==> config.mk <==
export PLATFORM = sky130hd
export DESIGN_NAME = lap_stopwatch
export DESIGN_NICKNAME = d
export VERILOG_FILES = /design/src/rtl/stopwatch_pkg.sv /design/src/rtl/sw_sync_edge.sv /design/src/rtl/lap_stopwatch.sv
export SDC_FILE = /design/constraint.sdc
export NUM_CORES = 1
export LEC_CHECK = 0
export CORE_ASPECT_RATIO = 1.25
export CORE_MARGIN = 10
export CORE_UTILIZATION = 64
export CTS_CLUSTER_DIAMETER = 50
export CTS_CLUSTER_SIZE = 25
export DETAILED_ROUTE_END_ITERATION = 8
export PLACE_DENSITY_LB_ADDON = 0.08
export SLEW_MARGIN = 20
export SYNTH_ARGS = -nofsm -noshare
export SYNTH_HDL_FRONTEND = slang
export SYNTH_SLANG_ARGS = --single-unit
==> constraint.sdc <==
create_clock -name clk -period 12.74 [get_ports clk]
set_clock_uncertainty 0.15 [all_clocks]
set_input_delay 1.911 -clock clk [delete_from_list [all_inputs] [get_ports clk]]
set_output_delay 1.911 -clock clk [all_outputs]
set_load 0.005 [all_outputs]
==> src/rtl/stopwatch_pkg.sv <==
// Shared types, segment patterns and digit helpers
// for the lap stopwatch.
package stopwatch_pkg;

   typedef enum logic [1:0] {
      IDLE,
      RUN,
      PAUSE
   } sw_state_e;

   typedef struct packed {
      logic [6:0] hr;
      logic [5:0] mn;
      logic [5:0] sc;
   } sw_time_t;

   localparam logic [6:0] SEG_0 = 7'h3F;
   localparam logic [6:0] SEG_1 = 7'h06;
   localparam logic [6:0] SEG_2 = 7'h5B;
   localparam logic [6:0] SEG_3 = 7'h4F;
   localparam logic [6:0] SEG_4 = 7'h66;
   localparam logic [6:0] SEG_5 = 7'h6D;
   localparam logic [6:0] SEG_6 = 7'h7D;
   localparam logic [6:0] SEG_7 = 7'h07;
   localparam logic [6:0] SEG_8 = 7'h7F;
   localparam logic [6:0] SEG_9 = 7'h6F;

   function automatic logic [6:0] seg_decode(
      input logic [3:0] digit,
      input logic       active_low
   );
      logic [6:0] p;
      case (digit)
         4'd0:    p = SEG_0;
         4'd1:    p = SEG_1;
         4'd2:    p = SEG_2;
         4'd3:    p = SEG_3;
         4'd4:    p = SEG_4;
         4'd5:    p = SEG_5;
         4'd6:    p = SEG_6;
         4'd7:    p = SEG_7;
         4'd8:    p = SEG_8;
         4'd9:    p = SEG_9;
         default: p = 7'h00;
      endcase
      return active_low ? ~p : p;
   endfunction

   function automatic logic [7:0] bin_to_bcd2(
      input logic [6:0] v
   );
      return {4'(v / 7'd10), 4'(v % 7'd10)};
   endfunction

endpackage

==> src/rtl/sw_sync_edge.sv <==
// Two-flop synchroniser with a rising-edge pulse;
// a level already high at reset release is not an edge.
module sw_sync_edge (
   input  logic clk,
   input  logic rst_n,
   input  logic d_i,
   output logic rise_o
);

   logic       s1_q;
   logic       s2_q;
   logic       prev_q;
   logic [1:0] fill_q;

   always_ff @(posedge clk or negedge rst_n) begin
      if (!rst_n) begin
         s1_q   <= 1'b0;
         s2_q   <= 1'b0;
         prev_q <= 1'b0;
         fill_q <= 2'b00;
      end else begin
         s1_q   <= d_i;
         s2_q   <= s1_q;
         fill_q <= {fill_q[0], 1'b1};
         // while filling, track the first stage so a held level never pulses
         prev_q <= fill_q[1] ? s2_q : s1_q;
      end
   end

   assign rise_o = s2_q & ~prev_q;

endmodule

==> src/rtl/lap_stopwatch.sv <==
// HH:MM:SS stopwatch with prescaler, lap hold and
// clear-while-paused, driving six 7-segment digits.
module lap_stopwatch
   import stopwatch_pkg::*;
#(
   parameter int TICK_DIV       = 100,
   parameter int HOUR_MAX       = 24,
   parameter bit SEG_ACTIVE_LOW = 1'b0
) (
   input  logic       clk,
   input  logic       rst,
   input  logic       start_stop,
   input  logic       lap_clr,
   output logic [6:0] h10,
   output logic [6:0] h1,
   output logic [6:0] m10,
   output logic [6:0] m1,
   output logic [6:0] s10,
   output logic [6:0] s1,
   output logic       running,
   output logic       lap_active
);

   localparam int PW = $clog2(TICK_DIV);
   localparam logic [PW-1:0] PRE_LAST = PW'(TICK_DIV - 1);
   localparam logic [6:0] HR_LAST = 7'(HOUR_MAX - 1);
   localparam logic [6:0] SEG_RST = seg_decode(4'd0, SEG_ACTIVE_LOW);

   logic            ss_ev;
   logic            lc_raw;
   logic            lc_ev;
   logic            clr;
   sw_state_e       state_q;
   logic            run_q;
   logic            lap_q;
   sw_time_t        snap_q;
   sw_time_t        cnt_q;
   sw_time_t        cnt_d;
   logic [PW-1:0]   pre_q;
   logic [PW-1:0]   pre_d;
   sw_time_t        disp;
   logic [7:0]      hb;
   logic [7:0]      mb;
   logic [7:0]      sb;
   logic [5:0][6:0] seg_q;
   logic [5:0][6:0] seg_d;

   sw_sync_edge u_ss (
      .clk    (clk),
      .rst_n  (rst),
      .d_i    (start_stop),
      .rise_o (ss_ev)
   );

   sw_sync_edge u_lc (
      .clk    (clk),
      .rst_n  (rst),
      .d_i    (lap_clr),
      .rise_o (lc_raw)
   );

   assign lc_ev = lc_raw & ~ss_ev;
   assign clr   = lc_ev & (state_q == PAUSE);

   always_ff @(posedge clk or negedge rst) begin
      if (!rst) begin
         state_q <= IDLE;
         run_q   <= 1'b0;
         lap_q   <= 1'b0;
         snap_q  <= '0;
      end else if (ss_ev) begin
         unique case (state_q)
            RUN: begin
               state_q <= PAUSE;
               run_q   <= 1'b0;
            end
            default: begin
               state_q <= RUN;
               run_q   <= 1'b1;
            end
         endcase
      end else if (lc_ev) begin
         unique case (state_q)
            RUN: begin
               lap_q <= ~lap_q;
               if (!lap_q) snap_q <= cnt_q;
            end
            PAUSE: begin
               state_q <= IDLE;
               lap_q   <= 1'b0;
            end
            default: ;
         endcase
      end
   end

   always_comb begin
      pre_d = pre_q;
      cnt_d = cnt_q;
      if (clr) begin
         pre_d = '0;
         cnt_d = '0;
      end else if (state_q == RUN) begin
         if (pre_q == PRE_LAST) begin
            pre_d = '0;
            if (cnt_q.sc == 6'd59) begin
               cnt_d.sc = '0;
               if (cnt_q.mn == 6'd59) begin
                  cnt_d.mn = '0;
                  if (cnt_q.hr == HR_LAST) cnt_d.hr = '0;
                  else cnt_d.hr = cnt_q.hr + 7'd1;
               end else begin
                  cnt_d.mn = cnt_q.mn + 6'd1;
               end
            end else begin
               cnt_d.sc = cnt_q.sc + 6'd1;
            end
         end else begin
            pre_d = pre_q + 1'b1;
         end
      end
   end

   always_ff @(posedge clk or negedge rst) begin
      if (!rst) begin
         pre_q <= '0;
         cnt_q <= '0;
      end else begin
         pre_q <= pre_d;
         cnt_q <= cnt_d;
      end
   end

   assign disp = lap_q ? snap_q : cnt_q;
   assign hb   = bin_to_bcd2(disp.hr);
   assign mb   = bin_to_bcd2({1'b0, disp.mn});
   assign sb   = bin_to_bcd2({1'b0, disp.sc});

   assign seg_d = {
      seg_decode(hb[7:4], SEG_ACTIVE_LOW),
      seg_decode(hb[3:0], SEG_ACTIVE_LOW),
      seg_decode(mb[7:4], SEG_ACTIVE_LOW),
      seg_decode(mb[3:0], SEG_ACTIVE_LOW),
      seg_decode(sb[7:4], SEG_ACTIVE_LOW),
      seg_decode(sb[3:0], SEG_ACTIVE_LOW)
   };

   always_ff @(posedge clk or negedge rst) begin
      if (!rst) seg_q <= {6{SEG_RST}};
      else      seg_q <= seg_d;
   end

   assign {h10, h1, m10, m1, s10, s1} = seg_q;
   assign running    = run_q;
   assign lap_active = lap_q;

endmodule
# After elaboration in Yosys (flattened, before gate mapping)
# Memory sizes are Yosys's and may differ from the RTL's. A register that Yosys moved wholly into a read port is not among the register bits.
# Index checks and enable logic that the tools add are counted.
[word_totals]
register_bits = 59
mem_bits_ro = 672
input_bits = 4
output_inout_bits = 44
elab_cells = 87
memories = 6
[memory_table]
columns = ["name", "depth", "word_bits", "rd", "rd_ports_with_merged_regs", "wr", "line_no", "text"]
rows = [
  ["(name not given)", 16, 7, 1, 1, 0, "stopwatch_pkg.sv:33", "case (digit)"],
  ["(name not given)", 16, 7, 1, 1, 0, "stopwatch_pkg.sv:33", ""],
  ["(name not given)", 16, 7, 1, 1, 0, "stopwatch_pkg.sv:33", ""],
  ["(name not given)", 16, 7, 1, 1, 0, "stopwatch_pkg.sv:33", ""],
  ["(name not given)", 16, 7, 1, 1, 0, "stopwatch_pkg.sv:33", ""],
  ["(name not given)", 16, 7, 1, 1, 0, "stopwatch_pkg.sv:33", ""],
]
[op_classes]
n_addsub = 4
div = 6
n_eq_ne = 6
muxes = 20
n_bitwise = 8
n_reduce_logical = 19
[op_table]
columns = ["operator", "count"]
rows = [
  ["$mux W19", 4],
  ["$mux W7", 5],
  ["$add A7 B1 Y7 const B", 2],
  ["$div A6 B4 Y7 const B", 2],
  ["$mod A6 B4 Y7 const B", 2],
  ["$reduce_bool A2 Y1", 7],
  ["$mux W13", 1],
  ["$add A6 B1 Y6 const B", 2],
  ["$eq A6 B6 Y1 const B", 2],
  ["$mux W6", 2],
  ["$reduce_and A3 Y1", 3],
  ["$mux W2", 4],
  ["$div A7 B4 Y7 const B", 1],
  ["$eq A7 B5 Y1 const B", 1],
  ["$eq A7 B7 Y1 const B", 1],
  ["$mod A7 B4 Y7 const B", 1],
  ["$logic_not A1 Y1", 6],
  ["$and A1 B1 Y1", 4],
  ["$not A1 Y1", 4],
  ["$reduce_and A2 Y1", 2],
  ["$reduce_and A4 Y1", 1],
  ["$mux W1", 3],
  ["$eq A2 B1 Y1 const B", 1],
  ["$eq A2 B2 Y1 const B", 1],
  ["$pmux W1 S2", 1],
]

# Longest topological paths before layout
# Gate-level depths: netlist of run 1.
[depth]
depth_word = 7
depth_mapped = 22
ltp_nobuf = 17

# Cells and area by module
# A second synthesis of run 1 with hierarchy kept.
[hier_totals]
cells_unflattened = 628
hier_area_um2 = 6202.2
[by_module_without_submodules]
columns = ["module", "n_inst", "cells_each", "area_each_um2"]
rows = [
  ["lap_stopwatch", 1, 612, 5901.9],
  ["sw_sync_edge", 2, 8, 150.1],
]

# Worst setup path before layout of run 1
# Ideal clock, no wire load.
[synth_path]
path_type = "flip-flop to flip-flop"
from = "reg lap_q (netlist: lap_active)"
to = "reg seg_q (netlist bit m1[6])"
setup_time_ns = 0.095
t_arrival_ns = 4.317
slack_ns = 8.178
path_stages_with_launch = 23
n_path_buf = 5
path_cell_list = "dfrtp_1 buf_6 buf_6 buf_6 nand3b_1 o21ai_0 a21oi_1 ha_1 clkbuf_1 inv_1 nor4_1 nor4_4 inv_2 ha_1 buf_1 o31ai_1 a21oi_1 xnor2_1 ha_1 inv_1 nor4_1 a2111o_1 o31ai_1"
[synth_between]
elab_chain_cells = 2
[synth_rtl]
columns = ["item", "line_no", "text"]
rows = [
  ["start, declared", "lap_stopwatch.sv:35", "logic lap_q;"],
  ["start signal, assigned", "lap_stopwatch.sv:85", "lap_q <= ~lap_q;"],
  ["$mux W19", "--", ""],
  ["$mod A6 B4 Y7", "stopwatch_pkg.sv:52", "return {4'(v / 7'd10), 4'(v % 7'd10)};"],
  ["end, declared", "lap_stopwatch.sv:45", "logic [5:0][6:0] seg_q;"],
]
# No other way between the ends.
# A chain may end at the register's enable or synchronous reset.

# Worst setup path after layout of run 1
# Ends and elaborated chain as after synthesis.

==> run metrics, run 1 <==
CTS sink count 99; Die Y 132 µm; worst r2r dst m1[6]; I/O Buffers 47; critical path's slowest cell dfrtp_2; storage element area 2520 µm²; top_reg_cell synth dfrtp_1; number of gates resized after CTS 0; CTS max path bufs 2; Syn Inst Count 673; peak fanout along the critical path 46; status completed; CTS root buffer clkbuf_16; data arrival time of the worst path 5550 ps; largest net degree at the start of global routing 56; Core ar. 9660 µm²; setup bufs post-CTS 0; FMAX 0.183 GHz; Mapped Area 6380 µm²; First-pass DRT Iterations 5; commonest non-fill, non-tap cell in the layout o21ai_0; Ant. Diodes 0; Die Footprint 14400 µm²; PwrDens 124 nW/µm²; Vias 5270; CTS H-tree lvls 3; synth warn 0; Synth-to-Final Area Change 12.4%; max incr delay on CP 1020 ps; # setup viols final 0; Critical Path End Type flop; Min-Delay Endpoint u_lc.fill_q[1]; HP Start u_lc.fill_q[0]; total global routing overflow 0; max-slew violations 0; Vias per Instance 6.27; Final TNS setup 0 ps; Post-DRT Antenna Nets 0; hold bufs inserted after CTS 0; Synth area leader dfrtp_1; Clk pin slew, worst setup/hold paths 70 ps; WL/cell 16.7 µm; fillcell total 704; reg2reg start lap_active; Inserted Clock Buffers 9; area of the multi-input gates 3610 µm²; VDD IR max 0.000101 V; share of layout cells above drive strength 1 14.0%; final wirelength 14000 µm; Final HPWL DP 10000 µm; R2R setup slack 7290 ps; ys async rst share 100%; Tot GR Track Use 20.2%; Hold Crit Class flop to flop; top-area cell type share of the netlist area 24.7%; final period utilization 42.8%; P_leak 3.02 nW; Final nets 763; crit-path cells mux2_2 > a21oi_1 > ha_1 > inv_1 > nor4_1 > nor4_4 > inv_2 > ha_1 > o31ai_1 > a21oi_1 > xnor2_1 > ha_1 > inv_1 > nor4_1 > a2111o_1 > o31ai_1; FF-to-FF path depth 16; Yosys cell types 79; number of synthesized flops with an enable pin 0; Ports 48; Clock Latency Late Sink 350 ps; sequential element share of the synthesized area 39.5%; initial core utilization 66.1%; CTS tree built; RSZ-0062 raised after global routing false; Seq cells post-synth 99; Post-Syn Nets 726; vias in the first global route 5337; Final Hold Vio Count 0; crit path launch type flop; maxcap violations 0; Slew headroom 33.2%; chip width 109 µm; DR iter-0 viols 310; top post-synthesis cells by area dfrtp_1 (25%), dfstp_2 (15%), ha_1 (9.6%); CP Class flop to flop; post-layout min period 5450 ps; commonest non-fill, non-tap cells in the layout o21ai_0 (83), nand2_1 (75), dfrtp_1 (62), ha_1 (49), clkdlybuf4s50_1 (46); Top cell by count, worst path ha_1; worst hold path stage count 0; worst path required time 12840 ps; Worst Tran Pin Value 1000 ps; Min Hold Slack 205 ps; antenna violations before repair 0; routability cong. 0.859; Avg Cell Area, Syn 9.48 µm²; first-pass GRT wire length 24500 µm; Pwr Total 887 µW; Post-route DRC 0; row count 40
routing by layer:
metal | GRT usage [%] | vias up | routed length (µm) | part of all wire, %
li1 | - | 2521 | - | -
met1 | 23.1 | 2558 | 5730 | 41
met2 | 34.3 | 150 | 7140 | 51
met3 | 4.35 | 41 | 706 | 5.0
met4 | 9.57 | 0 | 424 | 3.0
met5 | 0 | - | 0 | 0
worst max-delay path, delay by kind of cell (launching register included):
family / cells / cell delay (ps)
flip-flops: 1 / 1020
AND/OR/NAND/NOR: 3 / 650
adder cells (fa/ha/maj): 3 / 940
XOR/XNOR: 1 / 220
multiplexers: 1 / 470
buffers and inverters: 3 / 320
AO/OA/AOI/OAI: 5 / 1550
stage by stage:
| step | utilization [%] | instances | area, µm² | setup WS, ps |
|---|---|---|---|---|
| detailed placement | 71.4 | 825 | 6890 | 7350 |
| finish | 74.3 | 841 | 7170 | 7290 |
| CTS | 74.2 | 841 | 7170 | 7310 |
| global route | 74.3 | 841 | 7170 | 6830 |
| floorplan | - | 673 | 6380 | 8180 |
| global placement | 71.4 | 825 | 6890 | 7560 |
synthesized netlist by cell type, types with 5 or more instances:
master,number
or2_2,7
nand2_1,75
nand3_1,23
a21oi_1,25
o21a_1,5
o31ai_1,14
ha_1,49
nor2_1,35
a211oi_1,8
mux2i_1,15
mux2i_2,5
buf_2,5
mux2_2,15
inv_1,32
o22ai_1,5
nor3_1,14
nor4_1,5
dfrtp_1,63
o211ai_1,12
nand2b_1,11
nor2b_1,11
clkbuf_1,12
dfstp_2,36
o21ai_0,83
xnor2_1,7
and3_1,8
logic make-up (layout without fill, tap and decap cells):
| family | count (synthesis) | after routing | synth area share [%] |
|---|---|---|---|
| AND/OR/NAND/NOR | 217 | 217 | 17.4 |
| AO/OA/AOI/OAI | 202 | 202 | 21.0 |
| flip-flops | 99 | 99 | 39.5 |
| buffers and inverters | 56 | 98 | 3.98 |
| adder cells (fa/ha/maj) | 49 | 49 | 9.61 |
| multiplexers | 38 | 38 | 6.90 |
| XOR/XNOR | 11 | 11 | 1.51 |
| other | 1 | 1 | 0.0588 |
state kept, by name, summed over array words and instances, names as in the netlist, 7 cells and up:
signal	cells
m1	7
pre_q	7
cnt_q	19
s10	7
h10	7
s1	7
snap_q	19
h1	7
m10	7
worst max path at each step:
stage / depth (start not counted) / start / endpoint
floorplan: 22 / lap_active / m1[6]
global placement: 16 / lap_active / m1[6]
detailed placement: 16 / lap_active / m1[6]
CTS: 16 / lap_active / m1[6]
global route: 14 / lap_active / h1[3]
finish: 16 / lap_active / m1[6]
report_power, final:
group	leakage (nW)	internal [mW]	switching, mW	total, mW
clock	0.137	0.136	0.123	0.259
combinational	1.66	0.108	0.121	0.229
sequential	1.22	0.353	0.0454	0.399
total	3.02	0.597	0.290	0.887
final cells by class:
class                      instances  area share (%)
clock buffer                      11            3.24
clock inverter                     5           0.593
inverter                          33            1.73
multi-input combinational        518            50.3
sequential                        99            35.2
tap                              126            2.20
timing repair buffer              49            6.73
No activity file was read; power rests on OpenSTA's default activity.
==> run 2: changes to the inputs <==
--- a/config.mk
+++ b/config.mk
@@ -7,7 +7,7 @@
 export LEC_CHECK = 0
 export CORE_ASPECT_RATIO = 1.25
 export CORE_MARGIN = 10
-export CORE_UTILIZATION = 64
+export CORE_UTILIZATION = 54
 export CTS_CLUSTER_DIAMETER = 50
 export CTS_CLUSTER_SIZE = 25
 export DETAILED_ROUTE_END_ITERATION = 8
==> constraint.sdc (replaced) <==
create_clock -name clk -period 4.75 [get_ports clk]
set_clock_uncertainty 0.15 [all_clocks]
set_input_delay 0.7125 -clock clk [delete_from_list [all_inputs] [get_ports clk]]
set_output_delay 0.7125 -clock clk [all_outputs]
set_load 0.005 [all_outputs]
==> run 2 against run 1 <==
Via count fell by 0.70%. Worst setup slack got worse by 6900 ps. First-iteration DRC count fell by 5.2%. Maximum frequency rose by 25%. Combinational power rose to 3.0 times the previous value. Critical path type unchanged. Critical endpoint is now h1[0]. Largest cell class unchanged. Largest power group unchanged.
==> run metrics, run 2 (synthesis gave the netlist of run 1 again) <==
status completed; Clock Latency Late Sink 350 ps (about the same); first-pass GRT wire length 23700 µm (-3.0%); Synth-to-Final Area Change 15.4%; largest net degree at the start of global routing 70 (+25%); PwrDens 337 nW/µm² (+170%); reg2reg start lap_active; DR iter-0 viols 294 (-5.2%); worst hold path stage count 0 (unchanged); Vias per Instance 5.89 (-6.0%); R2R setup slack 400 ps (-6890 ps); Tot GR Track Use 17.3% (-2.9 points); Final TNS setup 0 ps (unchanged); row count 44 (+10%); # setup viols final 0 (unchanged); worst path required time 4870 ps (-7970 ps); Vias 5233 (-0.70%); CTS root buffer clkbuf_16; Min-Delay Endpoint u_lc.fill_q[1]; Finished Layout Cells 888 (+5.6%); HP Start u_lc.fill_q[0]; I/O Buffers 47 (unchanged); max-slew violations 0 (unchanged); RSZ-0062 raised after global routing false; pre-CTS setup slack 328 ps (-7020 ps); chip width 117 µm (+7.2%); Critical Path End Type flop; critical path's slowest cell dfrtp_2; CTS H-tree lvls 3 (unchanged); commonest non-fill, non-tap cells in the layout o21ai_0 (83), nand2_1 (75), dfrtp_1 (62), ha_1 (48), clkdlybuf4s50_1 (46); Core ar. 11600 µm² (+20%); FMAX 0.230 GHz (+25%); Final WS setup 395 ps (-6890 ps); CTS max path bufs 2 (unchanged); Final Hold Vio Count 0 (unchanged); Die Footprint 16600 µm² (+15%); max incr delay on CP 520 ps (-500 ps); CTS tree built; final wirelength 14000 µm (-0.39%); Die Y 142 µm (+7.5%); CTS sink count 99 (unchanged); antenna violations before repair 0 (unchanged); Slew headroom 41.8% (+8.6 points); Ports 48 (unchanged); Post-route DRC 0 (unchanged); Final HPWL DP 10000 µm (+0.35%); vias in the first global route 5011 (-6.1%); commonest non-fill, non-tap cell in the layout o21ai_0; total global routing overflow 0 (unchanged); WL/cell 15.7 µm (-5.7%); setup bufs post-CTS 0 (unchanged); largest registers cnt_q: 19 flops, snap_q: 19 flops; routability cong. 0.923 (+7.4%); share of layout cells above drive strength 1 15.8% (+1.8 points); Hold Crit Class flop to flop; worst r2r dst h1[0]; FF-to-FF path depth 16 (unchanged); Post-DRT Antenna Nets 0 (unchanged); peak fanout along the critical path 34 (-26%); final period utilization 91.7% (+49 points); DP Cell Count 872 (+5.7%); maxcap violations 0 (unchanged); VDD IR max 0.000310 V (+210%); P_leak 3.10 nW (+2.6%); Inserted Clock Buffers 9 (unchanged); Clk pin slew, worst setup/hold paths 80 ps (about the same); crit path launch type flop; Final nets 775 (+1.6%); crit-path cells buf_6 > mux2i_2 > o21ai_0 > o211ai_1 > o211ai_1 > xnor2_1 > ha_1 > o311a_1 > o22ai_1 > a211oi_1 > nor3_1 > nor2_1 > inv_1 > ha_1 > mux2_2 > o21ai_0; post-layout min period 4350 ps (-1100 ps); initial core utilization 54.9% (-11 points); data arrival time of the worst path 4470 ps (-1080 ps); number of gates resized after CTS 0 (unchanged); hold bufs inserted after CTS 0 (unchanged); Worst Tran Pin Value 873 ps (-129 ps); Critical Path Start lap_active; CP Class flop to flop; Ant. Diodes 0 (unchanged); First-pass DRT Iterations 5 (unchanged)
-- run 2: critical path, delay by kind of cell (launching register included) --
family	cells	cell delay, ps
adders and majority gates	2	420
DFF	1	520
and+or+nand+nor	2	420
buffers and inverters	2	480
AOI/OAI and AO/OA	7	1310
xor gates and xnor gates	1	170
muxes	2	760
-- run 2: worst max path at each step --
stage                       end  slack, ps  depth (start not counted)
after CTS                 h1[0]        280                         16
final                     h1[0]        400                         16
after global placement    s1[3]        460                         17
after detailed placement  m1[6]        330                         16
after global routing      h1[0]         30                         16
after floorplan           m1[6]        190                         22
-- run 2: per-stage QoR --
step           utilization (%)  cell area (µm²)  power, mW  hold slack [ps]
2_1_floorplan                -             6380       1.53              181
3_3_place_gp              60.5             7030       1.69              185
3_5_place_dp              60.5             7030       1.71              196
4_1_cts                   63.3             7350       2.50              212
5_1_grt                   63.4             7360       2.62              220
6_report                  63.4             7360       2.48              210
-- run 2: power breakdown --
| group | total, mW | switching, mW | leakage, nW | internal, mW |
|---|---|---|---|---|
| Sequential | 1.02 | 0.0695 | 1.22 | 0.948 |
| Clock | 0.779 | 0.323 | 0.159 | 0.456 |
| Combinational | 0.682 | 0.380 | 1.71 | 0.301 |
-- run 2: final cells by class --
cell class | count | area, µm²
inverters | 33 | 124
well taps | 161 | 201
flip-flops and latches | 99 | 2520
clock buffers | 12 | 267
repair buffers | 61 | 577
fillers | 963 | 4250
clock inverters | 4 | 56.3
multi-input cells | 518 | 3610
-- run 2: per-layer routing --
| metal | vias to the layer above | GRT usage, % | routed length [µm] | part of all wire, % |
|---|---|---|---|---|
| met1 | 2532 | 20.2 | 5880 | 42 |
| met2 | 129 | 30.1 | 7190 | 52 |
| met3 | 26 | 3.12 | 588 | 4.2 |
| met4 | 0 | 7.11 | 291 | 2.1 |
| li1 | 2546 | - | - | - |
| met5 | - | 0 | 0 | 0 |
==> run 3: changes to the inputs <==
--- a/config.mk
+++ b/config.mk
@@ -5,6 +5,7 @@
 export SDC_FILE = /design/constraint.sdc
 export NUM_CORES = 1
 export LEC_CHECK = 0
+export ABC_CLOCK_PERIOD_IN_PS = 4750
 export CORE_ASPECT_RATIO = 1.25
 export CORE_MARGIN = 10
 export CORE_UTILIZATION = 54
==> results of run 3 <==
Final layout, timing and power as in run 2 (identical DEF).
